**src/rtl/conv_pkg.sv**
```systemverilog
// Shared types and sizing helpers for the CONV arbiter and its response FIFO.
// No logic; pure declarations.
// Used by conv_arbiter and conv_rsp_fifo through import conv_pkg::*.
package conv_pkg;

    // Default operand width of the CONV adder.
    localparam int DW_DEF = 12;

    // Widest requester id the tag carries (N_REQ up to 8).
    localparam int ID_W_MAX = 3;

    // Result width: an unsigned add of two DW-bit operands never needs more than DW+1 bits.
    function automatic int res_width(input int dw);
        return dw + 1;
    endfunction

    // Width of a requester id; at least one bit even for a single requester.
    function automatic int id_width(input int n);
        return (n < 2) ? 1 : $clog2(n);
    endfunction

    // Round-robin scan position: requester index 'off' places after 'base', wrapping at n.
    function automatic int rr_idx(input int base, input int off, input int n);
        return (base + off) % n;
    endfunction

    // Tag travelling alongside an operation through the CONV latency.
    typedef struct packed {
        logic                valid;
        logic [ID_W_MAX-1:0] id;
    } tag_t;

endpackage

```
**src/rtl/conv_rsp_fifo.sv**
```systemverilog
// Purpose: small synchronous FIFO holding tagged CONV results until the consumer takes them.
// Latency: a pushed entry is visible at the head the cycle after the push edge.
// Backpressure: none internally; the caller's credit scheme guarantees no push when full.
//
// Ports: clk/reset (async active-low), push/push_dat write side, pop read side,
//        head_dat = oldest entry, empty and count status.
module conv_rsp_fifo #(
    parameter int W     = 16,
    parameter int DEPTH = 3
) (
    input  logic                         clk,
    input  logic                         reset,
    input  logic                         push,
    input  logic [W-1:0]                 push_dat,
    input  logic                         pop,
    output logic [W-1:0]                 head_dat,
    output logic                         empty,
    output logic [$clog2(DEPTH+1)-1:0]   count
);
    localparam int PW = (DEPTH < 2) ? 1 : $clog2(DEPTH);
    localparam int CW = $clog2(DEPTH + 1);

    logic [W-1:0]  mem_q [DEPTH];
    logic [PW-1:0] wr_ptr_q, wr_ptr_d;
    logic [PW-1:0] rd_ptr_q, rd_ptr_d;
    logic [CW-1:0] count_q, count_d;

    // Pointers wrap explicitly so DEPTH need not be a power of two.
    always_comb begin
        wr_ptr_d = wr_ptr_q;
        rd_ptr_d = rd_ptr_q;
        count_d  = count_q;
        if (push) begin
            wr_ptr_d = (wr_ptr_q == PW'(DEPTH - 1)) ? '0 : wr_ptr_q + 1'b1;
        end
        if (pop) begin
            rd_ptr_d = (rd_ptr_q == PW'(DEPTH - 1)) ? '0 : rd_ptr_q + 1'b1;
        end
        case ({push, pop})
            2'b10:   count_d = count_q + 1'b1;
            2'b01:   count_d = count_q - 1'b1;
            default: count_d = count_q;
        endcase
    end

    always_ff @(posedge clk or negedge reset) begin
        if (!reset) begin
            wr_ptr_q <= '0;
            rd_ptr_q <= '0;
            count_q  <= '0;
        end else begin
            wr_ptr_q <= wr_ptr_d;
            rd_ptr_q <= rd_ptr_d;
            count_q  <= count_d;
        end
    end

    // Storage needs no reset: nothing is read while count is zero.
    always_ff @(posedge clk) begin
        if (push) begin
            mem_q[wr_ptr_q] <= push_dat;
        end
    end

    assign head_dat = mem_q[rd_ptr_q];
    assign empty    = (count_q == '0);
    assign count    = count_q;

endmodule

```
**src/rtl/conv_arbiter.sv**
```systemverilog
// Purpose: round-robin share of one external CONV adder among N_REQ requesters, results tagged by id.
// Latency: issue edge to rsp_valid is CONV_LAT+1 cycles when the response FIFO is empty.
// Backpressure: credits (free FIFO slots minus in-flight ops) gate grants; rsp_ready=0 stalls after FIFO_DEPTH issues.
//
// Ports: req_valid/req_ready + req_data0/1 (requester i at [i*DW +: DW]) on the request side,
//        CONV_iData0/1 (registered) and CONV_oData to the adder beside this block,
//        rsp_valid/rsp_ready/rsp_id/rsp_data on the response side. reset is async active-low.
module conv_arbiter
    import conv_pkg::*;
#(
    parameter int N_REQ    = 4,
    parameter int DW       = DW_DEF,
    parameter int CONV_LAT = 1
) (
    input  logic                          clk,
    input  logic                          reset,
    input  logic [N_REQ-1:0]              req_valid,
    output logic [N_REQ-1:0]              req_ready,
    input  logic [N_REQ*DW-1:0]           req_data0,
    input  logic [N_REQ*DW-1:0]           req_data1,
    output logic [DW-1:0]                 CONV_iData0,
    output logic [DW-1:0]                 CONV_iData1,
    input  logic [DW:0]                   CONV_oData,
    output logic                          rsp_valid,
    input  logic                          rsp_ready,
    output logic [id_width(N_REQ)-1:0]    rsp_id,
    output logic [DW:0]                   rsp_data
);
    localparam int RW         = res_width(DW);
    localparam int IDW        = id_width(N_REQ);
    localparam int FIFO_DEPTH = CONV_LAT + 2;
    localparam int CW         = $clog2(FIFO_DEPTH + 1);
    localparam int FW         = RW + IDW;

    logic [IDW-1:0] ptr_q, ptr_d;
    logic [CW-1:0]  credits_q, credits_d;
    logic [DW-1:0]  op0_q, op0_d;
    logic [DW-1:0]  op1_q, op1_d;
    tag_t           tag_q [CONV_LAT+1];
    tag_t           tag_d [CONV_LAT+1];

    logic           gnt_vld;
    logic [IDW-1:0] gnt_id;
    logic           issue;
    logic           pop;
    logic           push;
    logic [FW-1:0]  push_dat;
    logic [FW-1:0]  head_dat;
    logic           fifo_empty;
    logic [CW-1:0]  fifo_count;
    logic [CW-1:0]  inflight;

    // Grant: first valid requester at or after the pointer, only while a FIFO slot is reserved-free.
    // Held off during reset so req_ready reads zero even though credits reset to full.
    always_comb begin
        gnt_vld   = 1'b0;
        gnt_id    = '0;
        req_ready = '0;
        if (reset && credits_q != '0) begin
            for (int i = 0; i < N_REQ; i++) begin
                if (!gnt_vld && req_valid[IDW'(rr_idx(int'(ptr_q), i, N_REQ))]) begin
                    gnt_vld = 1'b1;
                    gnt_id  = IDW'(rr_idx(int'(ptr_q), i, N_REQ));
                end
            end
        end
        if (gnt_vld) begin
            req_ready[gnt_id] = 1'b1;
        end
    end

    // req_ready is only raised on a valid requester, so a grant is always an issue.
    assign issue = gnt_vld;
    assign pop   = rsp_valid && rsp_ready;
    assign push  = tag_q[CONV_LAT].valid;

    always_comb begin
        ptr_d     = ptr_q;
        op0_d     = op0_q;
        op1_d     = op1_q;
        credits_d = credits_q;
        tag_d[0]  = '0;
        if (issue) begin
            ptr_d           = IDW'(rr_idx(int'(gnt_id), 1, N_REQ));
            op0_d           = req_data0[int'(gnt_id)*DW +: DW];
            op1_d           = req_data1[int'(gnt_id)*DW +: DW];
            tag_d[0].valid  = 1'b1;
            tag_d[0].id     = ID_W_MAX'(gnt_id);
        end
        // Stage k of the tag line lines up with the CONV result k cycles after the operands launched.
        for (int k = 1; k <= CONV_LAT; k++) begin
            tag_d[k] = tag_q[k-1];
        end
        case ({issue, pop})
            2'b10:   credits_d = credits_q - 1'b1;
            2'b01:   credits_d = credits_q + 1'b1;
            default: credits_d = credits_q;
        endcase
    end

    always_ff @(posedge clk or negedge reset) begin
        if (!reset) begin
            ptr_q     <= '0;
            credits_q <= CW'(FIFO_DEPTH);
            op0_q     <= '0;
            op1_q     <= '0;
            for (int k = 0; k <= CONV_LAT; k++) begin
                tag_q[k] <= '0;
            end
        end else begin
            ptr_q     <= ptr_d;
            credits_q <= credits_d;
            op0_q     <= op0_d;
            op1_q     <= op1_d;
            for (int k = 0; k <= CONV_LAT; k++) begin
                tag_q[k] <= tag_d[k];
            end
        end
    end

    assign CONV_iData0 = op0_q;
    assign CONV_iData1 = op1_q;

    assign push_dat = {tag_q[CONV_LAT].id[IDW-1:0], CONV_oData};

    conv_rsp_fifo #(
        .W     (FW),
        .DEPTH (FIFO_DEPTH)
    ) u_rsp_fifo (
        .clk      (clk),
        .reset    (reset),
        .push     (push),
        .push_dat (push_dat),
        .pop      (pop),
        .head_dat (head_dat),
        .empty    (fifo_empty),
        .count    (fifo_count)
    );

    // FIFO storage is not reset, so the response fields are forced to zero while nothing is queued.
    assign rsp_valid = !fifo_empty;
    assign rsp_data  = fifo_empty ? '0 : head_dat[RW-1:0];
    assign rsp_id    = fifo_empty ? '0 : head_dat[FW-1:RW];

    always_comb begin
        inflight = '0;
        for (int k = 0; k <= CONV_LAT; k++) begin
            inflight = inflight + CW'(tag_q[k].valid);
        end
    end

    // Every slot is either a free credit, an operation inside CONV, or a queued response.
    a_credit_balance: assert property (@(posedge clk) disable iff (!reset)
        (int'(credits_q) + int'(fifo_count) + int'(inflight)) == FIFO_DEPTH);

    a_tag_id_range: assert property (@(posedge clk) disable iff (!reset)
        tag_q[CONV_LAT].valid |-> (int'(tag_q[CONV_LAT].id) < N_REQ));

endmodule
```
**config.mk**
```make
export PLATFORM = sky130hd
export DESIGN_NAME = conv_arbiter
export DESIGN_NICKNAME = d
export VERILOG_FILES = /design/src/rtl/conv_pkg.sv /design/src/rtl/conv_rsp_fifo.sv /design/src/rtl/conv_arbiter.sv
export SDC_FILE = /design/constraint.sdc
export NUM_CORES = 1
export LEC_CHECK = 0
export ABC_CLOCK_PERIOD_IN_PS = 3530
export CAP_MARGIN = 20
export CORE_MARGIN = 2
export CORE_UTILIZATION = 35
export CTS_CLUSTER_SIZE = 14
export DETAILED_ROUTE_END_ITERATION = 10
export PLACE_DENSITY_LB_ADDON = 0.2
export SYNTH_ARGS = -nofsm -noshare
export SYNTH_HDL_FRONTEND = slang
export SYNTH_HIERARCHICAL = 1
export SYNTH_SLANG_ARGS = --single-unit
```
**constraint.sdc**
```tcl
create_clock -name clk -period 3.53 [get_ports clk]
set_input_delay 0.5295 -clock clk [delete_from_list [all_inputs] [get_ports clk]]
set_output_delay 0.5295 -clock clk [all_outputs]
set_load 0.01 [all_outputs]
```
==> results of run 1 <==
## report_power, final
part | internal [mW] | switching (mW) | total [mW]
Sequential | 1.39 | 0.225 | 1.61
Combinational | 1.06 | 1.05 | 2.10
Clock | 0.627 | 0.390 | 1.02
Total | 3.08 | 1.66 | 4.74
## cells by family (layout without fill, tap and decap cells)
| kind of cell | count (synthesis) | count (layout) |
|---|---|---|
| and+or+nand+nor | 147 | 147 |
| AOI/OAI and AO/OA | 100 | 100 |
| DFF | 85 | 85 |
| buffers and inverters | 36 | 198 |
| muxes | 19 | 19 |
| xor gates and xnor gates | 6 | 6 |
| adders and majority gates | 2 | 2 |
| other | 0 | 1 |
## per-layer routing
| metal | up-vias | share of wire [%] |
|---|---|---|
| met5 | - | 0 |
| met4 | 0 | 2.1 |
| met3 | 15 | 9.0 |
| met2 | 134 | 49 |
| met1 | 1622 | 40 |
| li1 | 1733 | - |
## layout by cell type, fill, tap and decap left out, types with 2 or more instances in the layout
| cell type | instances |
|---|---|
| a211oi_2 | 19 |
| a221oi_1 | 2 |
| xor2_1 | 3 |
| inv_1 | 8 |
| nor2_1 | 34 |
| dfstp_2 | 2 |
| ha_1 | 2 |
| edfxtp_1 | 45 |
| a21o_1 | 2 |
| clkinvlp_4 | 2 |
| nand2_1 | 64 |
| bufinv_16 | 2 |
| a211oi_1 | 27 |
| nor3_1 | 22 |
| dfrtp_1 | 38 |
| mux2i_1 | 18 |
| nor2_2 | 2 |
| nand2b_1 | 2 |
| o21ai_1 | 7 |
| clkbuf_16 | 9 |
| a21oi_1 | 27 |
| xnor2_1 | 3 |
| o21ai_0 | 10 |
| clkdlybuf4s50_1 | 158 |
| nor2b_1 | 17 |
| buf_4 | 14 |
| or3_1 | 2 |
## sequential cells by signal (all words and copies together) (netlist names)
signal	count
u_rsp_fifo/mem_q	45
push_dat	2
push	1
u_rsp_fifo/wr_ptr_q	2
ptr_q	2
credits_q	2
u_rsp_fifo/rd_ptr_q	2
CONV_iData0	12
CONV_iData1	12
u_rsp_fifo/count	2
tag_d	3
## worst register-to-register path, stage by stage, from the launching register on
cell and delay, ns:
dfrtp_1 0.45, mux2i_1 0.25, o2bb2ai_2 0.10, or3_1 0.62, buf_4 0.34, a211oi_1 0.28
a211oi_1 0.08
## how the worst max path moves through the flow
stage,cells after the start,from,end
2_1_floorplan,6,req_valid[2],req_ready[2]
3_3_place_gp,7,req_valid[2],req_ready[1]
3_5_place_dp,7,req_valid[2],req_ready[0]
4_1_cts,7,req_valid[2],req_ready[0]
5_1_grt,7,req_valid[2],req_ready[0]
6_report,7,req_valid[2],req_ready[0]
## through the flow
stage,total power [mW],std cells,worst slack (ns)
floorplan,2.790,395,1.410
global placement,3.734,688,0.4265
detailed placement,3.766,688,0.3700
CTS,4.801,704,0.3724
global route,5.060,705,0.2535
finish,4.736,705,0.4012
## layout make-up
| class | instances | area share, % |
|---|---|---|
| antenna | 1 | 0.03982 |
| inverter | 9 | 0.5375 |
| clock buffer | 10 | 3.643 |
| timing repair buffer | 173 | 26.92 |
| tap | 147 | 2.927 |
| sequential | 85 | 37.47 |
| clock inverter | 6 | 1.513 |
| multi-input combinational | 274 | 26.96 |
==> impl_metrics.py, run 1 <==
metrics = {
    "critical_path": {
        "crit_top_cell": "clkdlybuf4s50_1",
        "required_ns": 3.00,
        "reg2reg_depth": 6,
        "r2r_setup_slack_ns": 1.29,
        "crit_buf_inv": 3,
        "cp_cell_sequence": "clkdlybuf4s50_1, nor4_1, nand2b_1, inv_2, o21ai_4, nor2_1, clkdlybuf4s50_1",
        "slowest_delay_ns": 0.57,
        "crit_family": "buffers and inverters",
        "worstSetupPathType": "in2out",
        "arrival_ns": 2.60,
        "regToRegEndpoint": "CONV_iData1[4]$_DFFE_PN0P_",
        "cp_max_fo": 26,
        "cp-end-kind": "output pin",
        "crit_slowest_cell": "clkdlybuf4s50_1",
        "startpoint_type": "input port",
        "reg2reg_from": "ptr_q[1]$_DFFE_PN0P_",
    },
    "global_routing": {
        "grt_pass1_wl_um": 18220,
        "antenna_found_initial": 1,
        "grt_max_degree": 41,
        "grt.total_usage_pct": 18.25,
        "grtUsageMet1_pct": 20.87,
        "grt_pass1_vias": 3524,
        "grt_overflow": 0,
        "busiest_layer": "met2",
        "grt_util_met3_pct": 6.300,
        "use_met2_pct": 31.19,
    },
    "drt": {
        "wl_um": 11490,
        "drt_iter0_drc": 153,
        "avgRoutedWirePerCell_um": 16.30,
        "ant_nets": 0,
        "vias": 3504,
        "first_pass_iters": 4,
        "vias_per_cell": 4.970,
        "drc_errors": 0,
    },
    "timing": {
        "tightest_slew_ns": 0.9860,
        "finalCritPeriodShare_pct": 88.64,
        "finClkSkew_ns": 0.008694,
        "whs_ns": 0.2931,
        "slew_headroom_pct": 34.26,
        "setup_viol": 0,
        "tns_ns": 0,
        "finalHoldViolations": 0,
        "drv_slew": 0,
        "layout_min_cycle_time_ns": 3.129,
        "rsz0062_at_grt": "no",
        "max_freq_ghz": 0.3196,
    },
    "run_status": {
        "status": "finished, final reports clean",
    },
    "placed_design": {
        "dpl-instance-area_um2": 5958,
        "place.gp.congestion": 0.7628,
        "port-buffer-count": 159,
        "dpl.hpwl_um": 8309,
    },
    "synth": {
        "synth_ff_type": "edfxtp_1",
        "synth_most_common_cell": "nand2_1",
        "yosys-top-cells-area": "edfxtp_1 (32%), dfrtp_1 (22%), nand2_1 (5.7%)",
        "synth-edff-count": 45,
        "synth_simple_gate_area_share_pct": 15.20,
        "ys_types": 38,
        "synth_fa_ha_area_share_pct": 0.5903,
        "yosysSeqAreaShare_pct": 55.55,
        "ys_ff_latch": 85,
        "synth_cells": 395,
        "yosys.area.top_type": "edfxtp_1",
        "yosysWarnings": 6,
        "synth_mux_area_share_pct": 4.604,
        "synthArstFlopShare_pct": 47.06,
        "synth_top_family_by_area": "compound AO/OA/AOI/OAI gates",
        "synth_compound_gate_area_share_pct": 17.86,
        "synth.cell_area_um2": 4239,
        "synth_top_area_share_pct": 31.88,
        "yosys.area_share.xor_xnor_pct": 1.240,
        "synthesis.nets": 513,
        "synth_area_per_cell_um2": 10.73,
        "synth_commonest_cells": "nand2_1 (64), edfxtp_1 (45), dfrtp_1 (38)",
    },
    "final_layout": {
        "finish.utilization_pct": 52.76,
        "regArea_um2": 2355,
        "multi_input_area_um2": 1694,
        "design_area_um2": 6285,
        "area_delta_synth_final_pct": 48.26,
        "drive_gt1_share_pct": 11.13,
        "nFillCells": 1076,
        "fin_nets": 670,
    },
    "cts": {
        "cts_buffers": 9,
        "clock_latency_ns": 0.33,
        "root_buffer": "clkbuf_16",
        "cts_hold_buffers": 0,
        "cts_setup_buffers": 0,
        "ctsResizeCount": 0,
        "cts_tree": "built",
        "path_clk_slew_ns": 0.06,
        "cts_sinks": 85,
        "cts_max_path_buffers": 2,
        "htreeDepth": 3,
    },
    "floorplan": {
        "die_y_um": 114.1,
        "initial_core_util_pct": 35.59,
        "ioPinCount": 160,
        "rows": 40,
        "core_area_um2": 11910,
        "die_area_um2": 13010,
        "die_w_um": 114.1,
    },
    "min_path": {
        "hold_class": "in2async",
    },
    "power_and_ir_drop": {
        "p_per_area_nw_per_um2": 753.6,
        "ir_drop_uv": 314.3,
        "leakage_nw": 2.375,
    },
    "flow_run": {
        "maxCapViolations": 0,
    },
}
Power figures use the tool's default switching activity.
==> inputs of run 2 (changes only) <==
- CORE_UTILIZATION: 35 -> 30
==> run 2 against run 1 <==
Against the previous run: clock power hardly changed; cell count is 4.8% higher; highest routed layer unchanged; die area is 16% higher; worst setup slack better by 0.039 ns; critical endpoint is now req_ready[3]; sequential power hardly changed; sequential cell count stayed put; maximum frequency is 1.3% higher; via count is 1.8% higher; utilization is 7.0 points lower.
==> impl_metrics.py, run 2 (same netlist as run 1, synthesis figures left out) <==
metrics = {
    "floorplan": {
        "rows": 43,
        "die_area_um2": 15100,
        "die_w_um": 122.9,
        "die_y_um": 122.9,
        "ioPinCount": 160,
        "core_area_um2": 13830,
        "initial_core_util_pct": 30.66,
    },
    "final_layout": {
        "largest_reg_flops": 45,
        "drive_gt1_share_pct": 11.27,
        "layoutNonFillerInstCount": 739,
        "fin_nets": 672,
        "area_delta_synth_final_pct": 49.32,
        "layout_commonest_cell": "clkdlybuf4s50_1",
        "finish.utilization_pct": 45.78,
        "num_antenna_cells": 0,
        "largest_register": "u_rsp_fifo/mem_q",
        "mostFrequentLayoutCells": "clkdlybuf4s50_1 (158), nand2_1 (64), edfxtp_1 (45)",
    },
    "global_routing": {
        "antenna_found_initial": 0,
        "grt_overflow": 0,
        "grt.total_usage_pct": 16.71,
        "grt_pass1_vias": 3856,
        "grt_pass1_wl_um": 19030,
        "grt_max_degree": 27,
    },
    "cts": {
        "clock_latency_ns": 0.34,
        "root_buffer": "clkbuf_16",
        "cts_buffers": 9,
        "htreeDepth": 3,
        "cts_tree": "built",
        "cts_sinks": 85,
        "ctsResizeCount": 0,
        "cts_hold_buffers": 0,
        "path_clk_slew_ns": 0.07,
        "cts_setup_buffers": 0,
        "cts_max_path_buffers": 2,
    },
    "timing": {
        "layout_min_cycle_time_ns": 3.090,
        "setup_viol": 0,
        "finalHoldViolations": 0,
        "tns_ns": 0,
        "drv_slew": 0,
        "tightest_slew_ns": 0.7593,
        "rsz0062_at_grt": "no",
        "finalCritPeriodShare_pct": 87.54,
        "fin_ws_ns": 0.4400,
        "slew_headroom_pct": 49.38,
        "finClkSkew_ns": 0.007750,
        "max_freq_ghz": 0.3236,
    },
    "critical_path": {
        "crit_buf_inv": 2,
        "worstSetupPathType": "in2out",
        "arrival_ns": 2.56,
        "required_ns": 3.00,
        "crit_slowest_cell": "clkdlybuf4s50_1",
        "crit_top_cell": "clkdlybuf4s50_1",
        "cp_max_fo": 5,
        "cp-end-kind": "output pin",
        "crit_family": "buffers and inverters",
        "r2r_setup_slack_ns": 1.18,
        "critical_path_depth": 6,
        "reg2reg_from": "ptr_q[1]$_DFFE_PN0P_",
        "regToRegEndpoint": "CONV_iData0[5]$_DFFE_PN0P_",
        "cp_cell_sequence": "clkdlybuf4s50_1, nor2b_1, a221oi_2, or3_1, nor2_1, clkdlybuf4s50_1",
        "reg2reg_depth": 7,
        "startpoint_type": "input port",
        "slowest_delay_ns": 0.58,
    },
    "drt": {
        "ant_nets": 0,
        "avgRoutedWirePerCell_um": 16.38,
        "vias_per_cell": 4.828,
        "vias": 3568,
        "drt_iter0_drc": 191,
        "drc_errors": 0,
        "first_pass_iters": 4,
        "wl_um": 12110,
    },
    "placed_design": {
        "dpl.hpwl_um": 8788,
        "place.gp.congestion": 0.8029,
        "port-buffer-count": 159,
        "dp.cells": 723,
        "preCtsSetupSlack_ns": 0.4318,
    },
    "min_path": {
        "hold_class": "in2async",
    },
    "power_and_ir_drop": {
        "p_per_area_nw_per_um2": 747.7,
        "leakage_nw": 2.388,
        "ir_drop_uv": 242.5,
    },
    "run_status": {
        "status": "finished, final reports clean",
    },
    "flow_run": {
        "maxCapViolations": 0,
    },
}
## run 2: per-layer routing
layer | share of wire [%] | up-vias | track usage [%]
li1 | - | 1729 | -
met1 | 41 | 1665 | 19.01
met2 | 48 | 155 | 28.14
met3 | 9.4 | 19 | 5.623
met4 | 2.0 | 0 | 7.902
met5 | 0 | - | 0
## run 2: worst max-delay path by stage
stage / startpoint / end / slack, ns
after floorplan: req_valid[2] / req_ready[2] / 1.41
after global placement: req_valid[2] / req_ready[3] / 0.47
after detailed placement: req_valid[2] / req_ready[3] / 0.43
after CTS: req_valid[2] / req_ready[3] / 0.42
after global routing: req_valid[2] / req_ready[3] / 0.33
final: req_valid[2] / req_ready[3] / 0.44
## run 2: power by group
group | switching, mW | internal [mW] | leakage [nW]
logic | 1.05 | 1.07 | 1.36
registers | 0.224 | 1.39 | 0.876
clock network | 0.384 | 0.620 | 0.154
## run 2: per-stage QoR
step | cell area [µm²] | hold WS [ns] | power, mW
after global routing | 6330 | 0.1476 | 5.057
after floorplan | 4239 | 0.2339 | 2.790
after CTS | 6330 | 0.1370 | 4.812
after detailed placement | 6015 | 0.3363 | 3.783
after global placement | 6015 | 0.3325 | 3.760
final | 6330 | 0.1266 | 4.733
## run 2: final cells by class
cell class,instances,area (µm²)
Fill cell,1292,7497
Clock buffer,10,229.0
Inverter,9,33.78
Tap cell,180,225.2
Clock inverter,6,86.33
Sequential cell,85,2355
Timing Repair Buffer,175,1707
Multi-Input combinational cell,274,1694
